`src/rtl/seq_divider.sv`:
```
// seq_divider: restoring sequential divider, quotient on lo_o, remainder on hi_o (SEQ_DIVIDER_SIGNED_EN enables signed_op_i); ports: clk_i, clear_i, start_i, signed_op_i, dividend_i, divisor_i -> lo_o, hi_o, busy_o, done_o, div_by_zero_o
module seq_divider #(
  parameter int WIDTH = 32,
  parameter int CNT_W = 6
) (
  input  logic             clk_i,
  input  logic             clear_i,
  input  logic             start_i,
  input  logic             signed_op_i,
  input  logic [WIDTH-1:0] dividend_i,
  input  logic [WIDTH-1:0] divisor_i,
  output logic [WIDTH-1:0] lo_o,
  output logic [WIDTH-1:0] hi_o,
  output logic             busy_o,
  output logic             done_o,
  output logic             div_by_zero_o
);
  typedef enum logic [1:0] {IDLE, PREP, ITER, FIX} state_t;
  state_t state_q, state_d;
  logic [WIDTH-1:0] dvd_q, dvd_d, dvs_q, dvs_d, lo_q, lo_d, hi_q, hi_d;
  logic [WIDTH:0] rem_q, rem_d, rem_sh;
  logic [CNT_W-1:0] cnt_q, cnt_d;
  logic busy_q, busy_d, done_q, done_d, dbz_q, dbz_d, ge;
  logic [WIDTH-1:0] mag_a, mag_b, q_fix, r_fix;
`ifdef SEQ_DIVIDER_SIGNED_EN
  logic sop_q, qneg_q, rneg_q, neg_a, neg_b;
  assign neg_a = sop_q & dvd_q[WIDTH-1];
  assign neg_b = sop_q & dvs_q[WIDTH-1];
  assign mag_a = neg_a ? -dvd_q : dvd_q;
  assign mag_b = neg_b ? -dvs_q : dvs_q;
  assign q_fix = qneg_q ? -dvd_q : dvd_q;
  assign r_fix = rneg_q ? -rem_q[WIDTH-1:0] : rem_q[WIDTH-1:0];
  always_ff @(posedge clk_i or posedge clear_i)
    if (clear_i) begin
      sop_q  <= 1'b0;
      qneg_q <= 1'b0;
      rneg_q <= 1'b0;
    end else if (state_q == IDLE && start_i) begin
      sop_q  <= signed_op_i;
      qneg_q <= 1'b0;
      rneg_q <= 1'b0;
    end else if (state_q == PREP) begin
      qneg_q <= neg_a ^ neg_b;
      rneg_q <= neg_a;
    end
`else
  logic unused_sop;
  assign unused_sop = signed_op_i;
  assign mag_a = dvd_q;
  assign mag_b = dvs_q;
  assign q_fix = dvd_q;
  assign r_fix = rem_q[WIDTH-1:0];
`endif
  // dvd_q holds the dividend, then its magnitude, then shifts into the quotient
  assign rem_sh = {rem_q[WIDTH-1:0], dvd_q[WIDTH-1]};
  assign ge     = rem_sh >= {1'b0, dvs_q};
  always_comb begin
    state_d = state_q;
    dvd_d   = dvd_q;
    dvs_d   = dvs_q;
    rem_d   = rem_q;
    cnt_d   = cnt_q;
    lo_d    = lo_q;
    hi_d    = hi_q;
    busy_d  = busy_q;
    dbz_d   = dbz_q;
    done_d  = 1'b0;
    case (state_q)
      IDLE: if (start_i) begin
        dvd_d   = dividend_i;
        dvs_d   = divisor_i;
        rem_d   = '0;
        busy_d  = 1'b1;
        dbz_d   = divisor_i == '0;
        // zero-divide dwells one cycle in FIX so done lands two edges after start
        cnt_d   = CNT_W'(1);
        state_d = (divisor_i == '0) ? FIX : PREP;
      end
      PREP: begin
        dvd_d   = mag_a;
        dvs_d   = mag_b;
        rem_d   = '0;
        cnt_d   = CNT_W'(WIDTH - 1);
        state_d = ITER;
      end
      ITER: begin
        rem_d   = ge ? rem_sh - {1'b0, dvs_q} : rem_sh;
        dvd_d   = {dvd_q[WIDTH-2:0], ge};
        cnt_d   = (cnt_q == '0) ? cnt_q : cnt_q - 1'b1;
        state_d = (cnt_q == '0) ? FIX : ITER;
      end
      FIX: if (cnt_q != '0) cnt_d = cnt_q - 1'b1;
      else begin
        lo_d    = dbz_q ? '1 : q_fix;
        hi_d    = dbz_q ? dvd_q : r_fix;
        done_d  = 1'b1;
        busy_d  = 1'b0;
        state_d = IDLE;
      end
      default: state_d = IDLE;
    endcase
  end
  always_ff @(posedge clk_i or posedge clear_i)
    if (clear_i) begin
      state_q <= IDLE;
      dvd_q   <= '0;
      dvs_q   <= '0;
      rem_q   <= '0;
      cnt_q   <= '0;
      lo_q    <= '0;
      hi_q    <= '0;
      busy_q  <= 1'b0;
      done_q  <= 1'b0;
      dbz_q   <= 1'b0;
    end else begin
      state_q <= state_d;
      dvd_q   <= dvd_d;
      dvs_q   <= dvs_d;
      rem_q   <= rem_d;
      cnt_q   <= cnt_d;
      lo_q    <= lo_d;
      hi_q    <= hi_d;
      busy_q  <= busy_d;
      done_q  <= done_d;
      dbz_q   <= dbz_d;
    end
  assign lo_o          = lo_q;
  assign hi_o          = hi_q;
  assign busy_o        = busy_q;
  assign done_o        = done_q;
  assign div_by_zero_o = dbz_q;
endmodule

```
`config.mk`:
```
export PLATFORM = sky130hd
export DESIGN_NAME = seq_divider
export DESIGN_NICKNAME = d
export VERILOG_FILES = /design/src/rtl/seq_divider.sv
export SDC_FILE = /design/constraint.sdc
export NUM_CORES = 1
export LEC_CHECK = 0
export ABC_AREA = 1
export ABC_CLOCK_PERIOD_IN_PS = 6800
export CORE_MARGIN = 4
export CORE_UTILIZATION = 45
export CTS_BUF_LIST = sky130_fd_sc_hd__clkbuf_2 sky130_fd_sc_hd__clkbuf_4 sky130_fd_sc_hd__clkbuf_8
export CTS_CLUSTER_DIAMETER = 100
export CTS_CLUSTER_SIZE = 28
export DETAILED_ROUTE_END_ITERATION = 10
export PLACE_DENSITY = 0.73
export RECOVER_POWER = 50
export REMOVE_ABC_BUFFERS = 1
export SLEW_MARGIN = 20
export SYNTH_ARGS = -nofsm -noshare
export SYNTH_HDL_FRONTEND = slang
export SYNTH_SLANG_ARGS = --single-unit
export TNS_END_PERCENT = 100
```
`constraint.sdc`:
```
create_clock -name clk_i -period 6.8 [get_ports clk_i]
set_input_delay 1.36 -clock clk_i [delete_from_list [all_inputs] [get_ports clk_i]]
set_output_delay 1.36 -clock clk_i [all_outputs]
set_load 0.02 [all_outputs]
```
==> reports/results.ini, run 1 <==
[run_status]
status=complete, but fails checks
violations=capacitance limit, slew limit

[logic_synthesis]
synth_area_per_cell_um2=7.07
synth_cell_types=36
ys_top_cells_by_count=nand2_1 (464), inv_1 (203), dfrtp_1 (171), nor2_1 (153), nand3_1 (80)
yosysTopAreaCell=dfrtp_1
yosys-top-cells-area=dfrtp_1 (42%), nand2_1 (17%), inv_1 (7.4%), nor2_1 (5.6%), ha_1 (4.4%)
ys.flop_type=dfrtp_1
yosysWarnings=0
synth_edf_count=0
synth-seq-cells=171
netlist_area_um2=10300
yosysSeqAreaShare=0.416
synth.most_common_cell=nand2_1
synthArstFlopShare=1.00
synthCells=1455
synth_top_area_share=0.416

[placed_design]
gp_congestion=0.954
hpwlAfterDp_um=20600
postPlaceCellArea_um2=11800
port_buffers=133

[final_layout]
finalCoreUtilization=0.539
drive_above_1_share=0.0490
syn_to_final_growth_pct=18.4
diodes=0
final_nets=1663
finalInstanceArea_um2=12200

[setup_path]
path_max_fanout=58
crit_path_end_kind=flip-flop
critPathLaunchType=flip-flop
critPathRequiredTime_ns=7.20
arrival_ns=4.67
crit_type=reg -> reg

[power_and_ir_drop]
ir_worst_vdd_mv=0.165
p_leak_nw=5.96
comb_power_share=0.470
p_sw_frac=0.454
power_switching_mw=1.95
power_frac_clock=0.181
p_per_area_nw_per_um2=352
p_int_mw=2.34
seq_power_share=0.349

[clock_tree]
cts_tree=done
ctsResizeCount=0
cts.hold.buffers_added=0
insertion_delay_ns=0.49
root_buffer=clkbuf_8
h-tree-depth=4
postCtsSetupRepairBufs=0
numCtsBuffers=17
cts_buffer_depth=2
cts_sinks=171
clk_pin_slew_ns=0.10

[sta]
fin_crit_ns=4.27
fin_crit_sh=0.629
hold_viol=0
hold_slack_ns=0.496
timing_max_transition_violations_final=124
worst_pin_slew_ns=3.29
final.setup_skew_ns=0.0193
relSlewSlack=-1.21
setup_tns_ns=0
setup_viol=0
max_freq_ghz=0.234
grt_setup_unrepaired=no

[floorplanning]
rows=55
start_util=0.456
dieArea_um2=25300
dieWidth_um=159
core_um2=22600
io_pins=135
die_h_um=159

[global_routing]
grt_pass1_vias=9196
grt_pass1_wl_um=46200
gr-usage-all-layers=0.221
antenna_found_initial=0
gr-total-overflow=0
grt_max_degree=79

[routing]
ant_nets=0
wl_um=27600
wire_per_inst_um=14.9
detail_route.first_pass.iterations=5
dr.first_iter.drc_count=559
drc_errors=0
via_per_inst=5.11
via_count=9475

[run]
drv_cap=2

[hold_path]
worstHoldPathType=reg -> reg

[area by class of cell]
class,count,area [um^2]
clock buffer,18,241
clock inverter,14,178
fill,2224,10400
inverter,213,801
multi-input combinational,1013,4920
sequential,171,4280
tap,285,357
timing repair buffer,142,1400
[stage by stage]
| step | total power [mW] | setup WS (ns) | std cells |
|---|---|---|---|
| 2_1_floorplan | 2.87 | 0.808 | 1397 |
| 3_3_place_gp | 3.48 | 2.38 | 1824 |
| 5_1_grt | 4.64 | 1.99 | 1856 |
| 3_5_place_dp | 3.52 | 2.36 | 1824 |
| 6_report | 4.28 | 2.53 | 1856 |
| 4_1_cts | 4.31 | 2.82 | 1856 |
[worst paths after layout]
| kind | cells after the start | endpoint | slack [ns] | startpoint |
|---|---|---|---|---|
| max | 9 | hi_o[4] | 2.53 | cnt_q[0] |
| min reg2reg | 2 | dvs_q[7] | 0.50 | dvs_q[7] |
| max in group asynchronous | 3 | div_by_zero_o | 2.72 | clear_i |
| min | 2 | dvs_q[7] | 0.50 | dvs_q[7] |
| max reg2reg | 9 | hi_o[4] | 2.53 | cnt_q[0] |
| min in group asynchronous | 2 | done_o | 2.28 | clear_i |
[worst max-delay path, stage by stage, from the launching register on]
cell	delay (ns)
dfrtp_1	0.39
inv_1	0.09
ha_1	0.17
nand2_1	0.07
nor2_1	0.15
nand3_1	0.15
nor2_1	2.12
buf_4	0.73
nor2_1	0.08
a31oi_1	0.17
[layer usage]
metal	global-route usage	share of wire	vias up	wire (um)
met5	0	0	-	0
met4	0.0619	0.022	0	605
met3	0.0450	0.050	40	1380
met2	0.370	0.47	235	13000
met1	0.292	0.46	4405	12600
li1	-	-	4795	-
[flip-flops by register name, indices dropped and copies added (netlist names)]
register       flops
dvs_q             32
hi_o              32
dvd_q             32
rem_q             32
busy_o             1
cnt_q              6
state_q            2
done_o             1
lo_o              32
div_by_zero_o      1
[power by group through the flow]
stage          Sequential (mW)  Clock [mW]  Combinational [mW]
6_report                  1.50       0.777                2.01
3_5_place_dp              1.51           0                2.01
2_1_floorplan             1.55           0                1.32
3_3_place_gp              1.51           0                1.97
4_1_cts                   1.50       0.795                2.02
5_1_grt                   1.53       0.835                2.27
[kinds of logic after synthesis]
kind of cell,Yosys count,synth area share
AO/OA/AOI/OAI,199,0.109
buffers and inverters,271,0.107
AND/OR/NAND/NOR,762,0.310
XOR/XNOR,15,0.0128
flip-flops,171,0.416
adder cells (fa/ha/maj),37,0.0458
[cell usage in the layout (no fill, tap or decap), types with 6 or more instances in the layout]
master / Yosys / final
dfrtp_1: 171 / 170
buf_4: 4 / 9
xnor2_1: 13 / 13
nor3_1: 7 / 7
ha_1: 36 / 36
o21ai_1: 17 / 16
nand3b_1: 21 / 21
inv_2: 7 / 6
clkdlybuf4s50_1: 0 / 131
nor2_2: 10 / 10
o21ai_0: 55 / 55
clkbuf_8: 0 / 17
o211ai_1: 8 / 8
a31oi_1: 67 / 67
inv_1: 203 / 203
nand2_1: 464 / 464
nand3_1: 80 / 80
nor2_1: 153 / 153
nand2_2: 8 / 8
a21oi_1: 48 / 48
(Power assumes the default switching activity.)
==> run 2, diff against run 1 <==
--- a/config.mk
+++ b/config.mk
@@ -6,14 +6,14 @@
 export NUM_CORES = 1
 export LEC_CHECK = 0
 export ABC_AREA = 1
-export ABC_CLOCK_PERIOD_IN_PS = 6800
+export ABC_CLOCK_PERIOD_IN_PS = 3630
 export CORE_MARGIN = 4
 export CORE_UTILIZATION = 45
 export CTS_BUF_LIST = sky130_fd_sc_hd__clkbuf_2 sky130_fd_sc_hd__clkbuf_4 sky130_fd_sc_hd__clkbuf_8
 export CTS_CLUSTER_DIAMETER = 100
 export CTS_CLUSTER_SIZE = 28
 export DETAILED_ROUTE_END_ITERATION = 10
-export PLACE_DENSITY = 0.73
+export PLACE_DENSITY = 0.76
 export RECOVER_POWER = 50
 export REMOVE_ABC_BUFFERS = 1
 export SLEW_MARGIN = 20
==> constraint.sdc (replaced) <==
create_clock -name clk_i -period 3.63 [get_ports clk_i]
set_input_delay 0.726 -clock clk_i [delete_from_list [all_inputs] [get_ports clk_i]]
set_output_delay 0.726 -clock clk_i [all_outputs]
set_load 0.02 [all_outputs]
==> run 2 against run 1 <==
Net effect: the run now ends clean; setup slack worse by 1.7 ns; core utilization is 0.37 points higher; register-to-register slack worse by 1.7 ns; fmax is 52% higher; flip-flop and latch count stayed put.
==> reports/results.ini, run 2 (synthesized netlist as in run 1, its figures left out) <==
[power_and_ir_drop]
p_leak_nw=5.98  ; +0.42%
finalPower_mw=7.98  ; +86%
ir_worst_vdd_mv=0.466  ; +180%
p_per_area_nw_per_um2=651  ; +85%

[final_layout]
finalCoreUtilization=0.543  ; +0.00366
final_common_cell=nand2_1
diodes=0  ; unchanged
layoutNonFillerInstCount=1866  ; +0.54%
syn_to_final_growth_pct=19.2
final_nets=1673  ; +0.60%
final_cell_mix=nand2_1 (464), inv_1 (202), dfrtp_1 (170)
drive_above_1_share=0.0557  ; +0.00665

[hold_path]
worstHoldPathType=reg -> reg
hold_path_end=dvs_q[6]
min_path_cells=2  ; unchanged
hp-start=dvs_q[6]

[global_routing]
grt_pass1_vias=9323  ; +1.4%
grt_pass1_wl_um=46400  ; +0.49%
gr-usage-all-layers=0.221  ; +0.000547
antenna_found_initial=0  ; unchanged
gr-total-overflow=0  ; unchanged
grt_max_degree=66  ; -16%

[clock_tree]
insertion_delay_ns=0.47  ; -0.02 ns
ctsResizeCount=0  ; unchanged
numCtsBuffers=17  ; unchanged
h-tree-depth=4  ; unchanged
postCtsSetupRepairBufs=0  ; unchanged
cts_sinks=171  ; unchanged
root_buffer=clkbuf_8
cts_buffer_depth=2  ; unchanged
clk_pin_slew_ns=0.10  ; about the same
cts_tree=done
cts.hold.buffers_added=0  ; unchanged

[sta]
fin_crit_sh=0.772  ; +0.144
max_freq_ghz=0.357  ; +52%
worst_pin_slew_ns=1.36  ; -1.93 ns
grt_setup_unrepaired=no
relSlewSlack=0.0941  ; +1.30
worst_slack_ns=0.827  ; -1.70 ns
final.setup_skew_ns=0.0221  ; +0.00278 ns
hold_slack_ns=0.491  ; -0.00550 ns
timing_max_transition_violations_final=0  ; -100%
hold_viol=0  ; unchanged
setup_viol=0  ; unchanged
fin_crit_ns=2.80  ; -1.47 ns

[floorplanning]
dieArea_um2=25300  ; unchanged
io_pins=135  ; unchanged
rows=55  ; unchanged
die_h_um=159  ; unchanged
dieWidth_um=159  ; unchanged
core_um2=22600  ; unchanged
start_util=0.456  ; unchanged

[routing]
detail_route.first_pass.iterations=6  ; +1
drc_errors=0  ; unchanged
ant_nets=0  ; unchanged
via_per_inst=5.12  ; +0.28%
dr.first_iter.drc_count=566  ; +1.3%
wire_per_inst_um=14.8  ; -0.24%
wl_um=27700  ; +0.30%
via_count=9553  ; +0.82%

[setup_path]
rr_startpoint=state_q[1]
path_max_fanout=37  ; -36%
critPathRequiredTime_ns=3.96  ; -3.24 ns
reg2regPathDepth=8  ; -1
crit_type=reg -> reg
crit_path_end_kind=flip-flop
r2r_end=busy_o
critPathLaunchType=flip-flop
arrival_ns=3.13  ; -1.54 ns
r2r_slack_ns=0.83  ; -1.70 ns

[run]
drv_cap=0  ; -2

[placed_design]
gp_congestion=0.934  ; -2.1%
port_buffers=133  ; unchanged
hpwlAfterDp_um=21000  ; +2.1%
dp_cells=1834  ; +0.55%
pre_cts_ws_ns=0.788  ; -1.57 ns

[run_status]
status=complete, no violations

run 2: cell types whose count changed in the layout (fill, tap and decap cells not counted), moves of 2 or more:
cell	delta
inv_8	+2
clkinv_8	+2
inv_6	-3
buf_12	+2
dlygate4sd3_1	+13
clkbuf_2	+3
bufinv_16	-2
clkdlybuf4s50_1	-13
buf_4	+4
run 2: critical path: stages (launching register included):
cell and delay [ns]:
dfrtp_1 0.48, inv_1 0.15, ha_1 0.31, nand2_1 0.53
clkbuf_1 0.54, clkinv_1 0.13, buf_4 0.28, a21oi_1 0.18
a21oi_1 0.05
run 2: per-layer routing:
metal	routed length, um	global-route usage
met1	12500	0.296
met3	1190	0.0316
met4	692	0.0742
met5	0	0
met2	13300	0.372
run 2: through the flow:
| step | cell area [um^2] | setup TNS (ns) |
|---|---|---|
| 2_1_floorplan | 9980 | -424.51 |
| 3_3_place_gp | 11900 | 0 |
| 3_5_place_dp | 11900 | 0 |
| 4_1_cts | 12300 | 0 |
| 5_1_grt | 12300 | 0 |
| 6_report | 12300 | 0 |
run 2: layout make-up:
class	instances	area, um^2
multi-input cells	1013	4920
repair buffers	152	1490
inverters	213	805
clock buffers	18	248
well taps	285	357
fillers	2191	10300
flip-flops and latches	171	4280
clock inverters	14	154
run 2: worst max path at each step:
stage,from,endpoint,slack (ns),cells past startpoint
2_1_floorplan,cnt_q[0],lo_o[0],-1.79,7
3_3_place_gp,start_i,dvd_q[23],0.78,6
3_5_place_dp,start_i,dvd_q[18],0.79,6
4_1_cts,rem_q[22],dvd_q[0],0.97,11
5_1_grt,clear_i,div_by_zero_o,0.59,3
6_report,state_q[1],busy_o,0.83,8
run 2: power breakdown:
group,switching [mW],internal [mW],total [mW]
combinational,2.49,1.34,3.83
sequential,0.350,2.44,2.79
clock,0.827,0.533,1.36
==> run 3, diff against run 2 <==
--- a/config.mk
+++ b/config.mk
@@ -6,7 +6,7 @@
 export NUM_CORES = 1
 export LEC_CHECK = 0
 export ABC_AREA = 1
-export ABC_CLOCK_PERIOD_IN_PS = 3630
+export ABC_CLOCK_PERIOD_IN_PS = 2300
 export CORE_MARGIN = 4
 export CORE_UTILIZATION = 45
 export CTS_BUF_LIST = sky130_fd_sc_hd__clkbuf_2 sky130_fd_sc_hd__clkbuf_4 sky130_fd_sc_hd__clkbuf_8
==> constraint.sdc (replaced) <==
create_clock -name clk_i -period 2.3 [get_ports clk_i]
set_input_delay 0.46 -clock clk_i [delete_from_list [all_inputs] [get_ports clk_i]]
set_output_delay 0.46 -clock clk_i [all_outputs]
set_load 0.02 [all_outputs]
==> run 3 against run 2 <==
Net effect: total power is 69% higher; non-clock buffer count is 47 higher; first-iteration DRC count is 42% higher; sequential share of layout area is 2.1 points lower; critical path depth is 5 higher; flip-flop and latch count stayed put; final area is 6.4% higher; register-to-register slack worse by 0.77 ns; fmax is 25% higher; critical path type unchanged; critical endpoint is now rem_q[31]; highest routed layer unchanged.
==> reports/results.ini, run 3 (synthesized netlist as in run 1, its figures left out) <==
[setup_path]
critPathLaunchType=flip-flop
critPathRequiredTime_ns=2.66  ; -1.30 ns
crit_path_end_kind=flip-flop
arrival_ns=2.60  ; -0.53 ns
path_max_fanout=9  ; -76%
crit_type=reg -> reg

[clock_tree]
cts_sinks=171  ; unchanged
clk_pin_slew_ns=0.11  ; about the same
cts.hold.buffers_added=0  ; unchanged
cts_buffer_depth=2  ; unchanged
insertion_delay_ns=0.49  ; +0.02 ns
root_buffer=clkbuf_8
numCtsBuffers=17  ; unchanged
h-tree-depth=4  ; unchanged
cts_tree=done

[placed_design]
dp_cells=1875  ; +2.2%
gp_congestion=0.946  ; +1.4%
hpwlAfterDp_um=21900  ; +4.0%
port_buffers=133  ; unchanged
postPlaceCellArea_um2=12200  ; +3.0%

[power_and_ir_drop]
p_leak_nw=6.27  ; +4.9%
power_frac_clock=0.163  ; -0.008
seq_power_share=0.327  ; -0.022
p_per_area_nw_per_um2=1030  ; +59%
finalPower_mw=13.5  ; +69%
power_switching_mw=6.04  ; +64%
comb_power_share=0.510  ; +0.030
ir_worst_vdd_mv=0.948  ; +100%
p_sw_frac=0.448  ; -0.0120
p_int_mw=7.44  ; +73%

[floorplanning]
rows=55  ; unchanged
start_util=0.456  ; unchanged
dieArea_um2=25300  ; unchanged
core_um2=22600  ; unchanged
die_h_um=159  ; unchanged
io_pins=135  ; unchanged
dieWidth_um=159  ; unchanged

[run_status]
status=complete, no violations

[sta]
max_freq_ghz=0.447  ; +25%
worst_pin_slew_ns=1.36  ; +0.00427 ns
timing_max_transition_violations_final=0  ; unchanged
hold_viol=0  ; unchanged
relSlewSlack=0.0862  ; -0.00784
hold_slack_ns=0.497  ; +0.00588 ns
setup_viol=0  ; unchanged
final.setup_skew_ns=0.0222  ; +0.000118 ns
setup_tns_ns=0  ; unchanged
fin_crit_ns=2.24  ; -0.564 ns
fin_crit_sh=0.973  ; +0.201

[final_layout]
final_nets=1722  ; +2.9%
diodes=0  ; unchanged
finalInstanceArea_um2=13000  ; +6.4%
final_common_cell=nand2_1
layoutNonFillerInstCount=1914  ; +2.6%
fillers=2069  ; -5.6%
final_cell_mix=nand2_1 (460), inv_1 (198), dfrtp_1 (167)
drive_above_1_share=0.110  ; +0.0548
syn_to_final_growth_pct=26.8

[global_routing]
grt_max_degree=64  ; -3.0%
gr-total-overflow=0  ; unchanged
gr-usage-all-layers=0.225  ; +0.00379
grt_pass1_vias=9593  ; +2.9%
antenna_found_initial=0  ; unchanged
grt_pass1_wl_um=47200  ; +1.6%

[run]
drv_cap=0  ; unchanged

[routing]
via_per_inst=5.22  ; +2.0%
detail_route.first_pass.iterations=6  ; unchanged
wire_per_inst_um=15.5  ; +4.8%
wl_um=29700  ; +7.5%
ant_nets=0  ; unchanged
drc_errors=0  ; unchanged
via_count=9991  ; +4.6%
dr.first_iter.drc_count=801  ; +42%

[hold_path]
worstHoldPathType=reg -> reg

==> run 3: cell count changes in the layout (fill, tap and decap cells not counted), moves of 5 or more <==
cell	change
buf_4	+37
ha_1	-22
ha_4	+18
buf_12	+7
nor2_1	-6
nor2_2	+6
clkdlybuf4s50_1	+5
dlygate4sd3_1	-5
==> run 3: worst paths after layout <==
path,end,start,slack (ns),depth (start not counted)
worst max-delay path,rem_q[31],rem_q[18],0.06,13
worst min-delay path,dvs_q[6],dvs_q[6],0.50,2
max in group asynchronous,dvs_q[27],clear_i,0.42,3
worst min register to register,dvs_q[6],dvs_q[6],0.50,2
min in group asynchronous,lo_o[9],clear_i,0.72,2
worst max register to register,rem_q[31],rem_q[18],0.06,13
==> run 3: layer usage <==
metal | routed length [um] | up-vias | global-route usage
met5 | 0 | - | 0
met4 | 926 | 0 | 0.0750
met3 | 1380 | 62 | 0.0347
met2 | 14600 | 322 | 0.393
met1 | 12900 | 4682 | 0.287
li1 | - | 4925 | -
==> run 3: through the flow <==
| step | utilization | worst slack [ns] |
|---|---|---|
| 2_1_floorplan | - | -3.12 |
| 3_3_place_gp | 0.543 | 0.0350 |
| 3_5_place_dp | 0.543 | -0.0218 |
| 4_1_cts | 0.560 | 0.0166 |
| 5_1_grt | 0.577 | -0.0373 |
| 6_report | 0.577 | 0.0610 |
==> run 3: final cells by class <==
type | instances | area [um^2] | share of cell area
tap | 285 | 357 | 0.0274
inverter | 213 | 801 | 0.0614
multi-input combinational | 1015 | 5240 | 0.402
clock inverter | 12 | 126 | 0.00970
sequential | 171 | 4280 | 0.329
timing repair buffer | 199 | 1970 | 0.151
clock buffer | 19 | 255 | 0.0196
==> run 3: power by group through the flow <==
stage,sequential [mW],clock [mW],combinational [mW]
after floorplan,4.58,0,3.90
after global placement,4.43,0,6.32
after detailed placement,4.46,0,6.48
after CTS,4.40,2.22,6.51
after global routing,4.51,2.35,7.63
final,4.41,2.19,6.88
==> run 3: worst max-delay path: stages, from the launching register on <==
cell and delay (ns):
dfrtp_1 0.46, ha_4 0.32, nand2_1 0.10, nor2_2 0.15
nand2_1 0.09, nor2_2 0.17, nand2_1 0.10, nand3_2 0.13
nor2_8 0.06, buf_12 0.15, nand2_8 0.13, nand3_2 0.12
nand2_1 0.09, nand2_1 0.05
==> run 3: what timing repair did <==
action | 4_1_cts | 5_1_grt
buffers inserted | 0 | 5
cloned | 0 | 3
pin swaps | 0 | 6
setup endpoints to repair | 2 | 35
gates resized for setup | 1 | 59
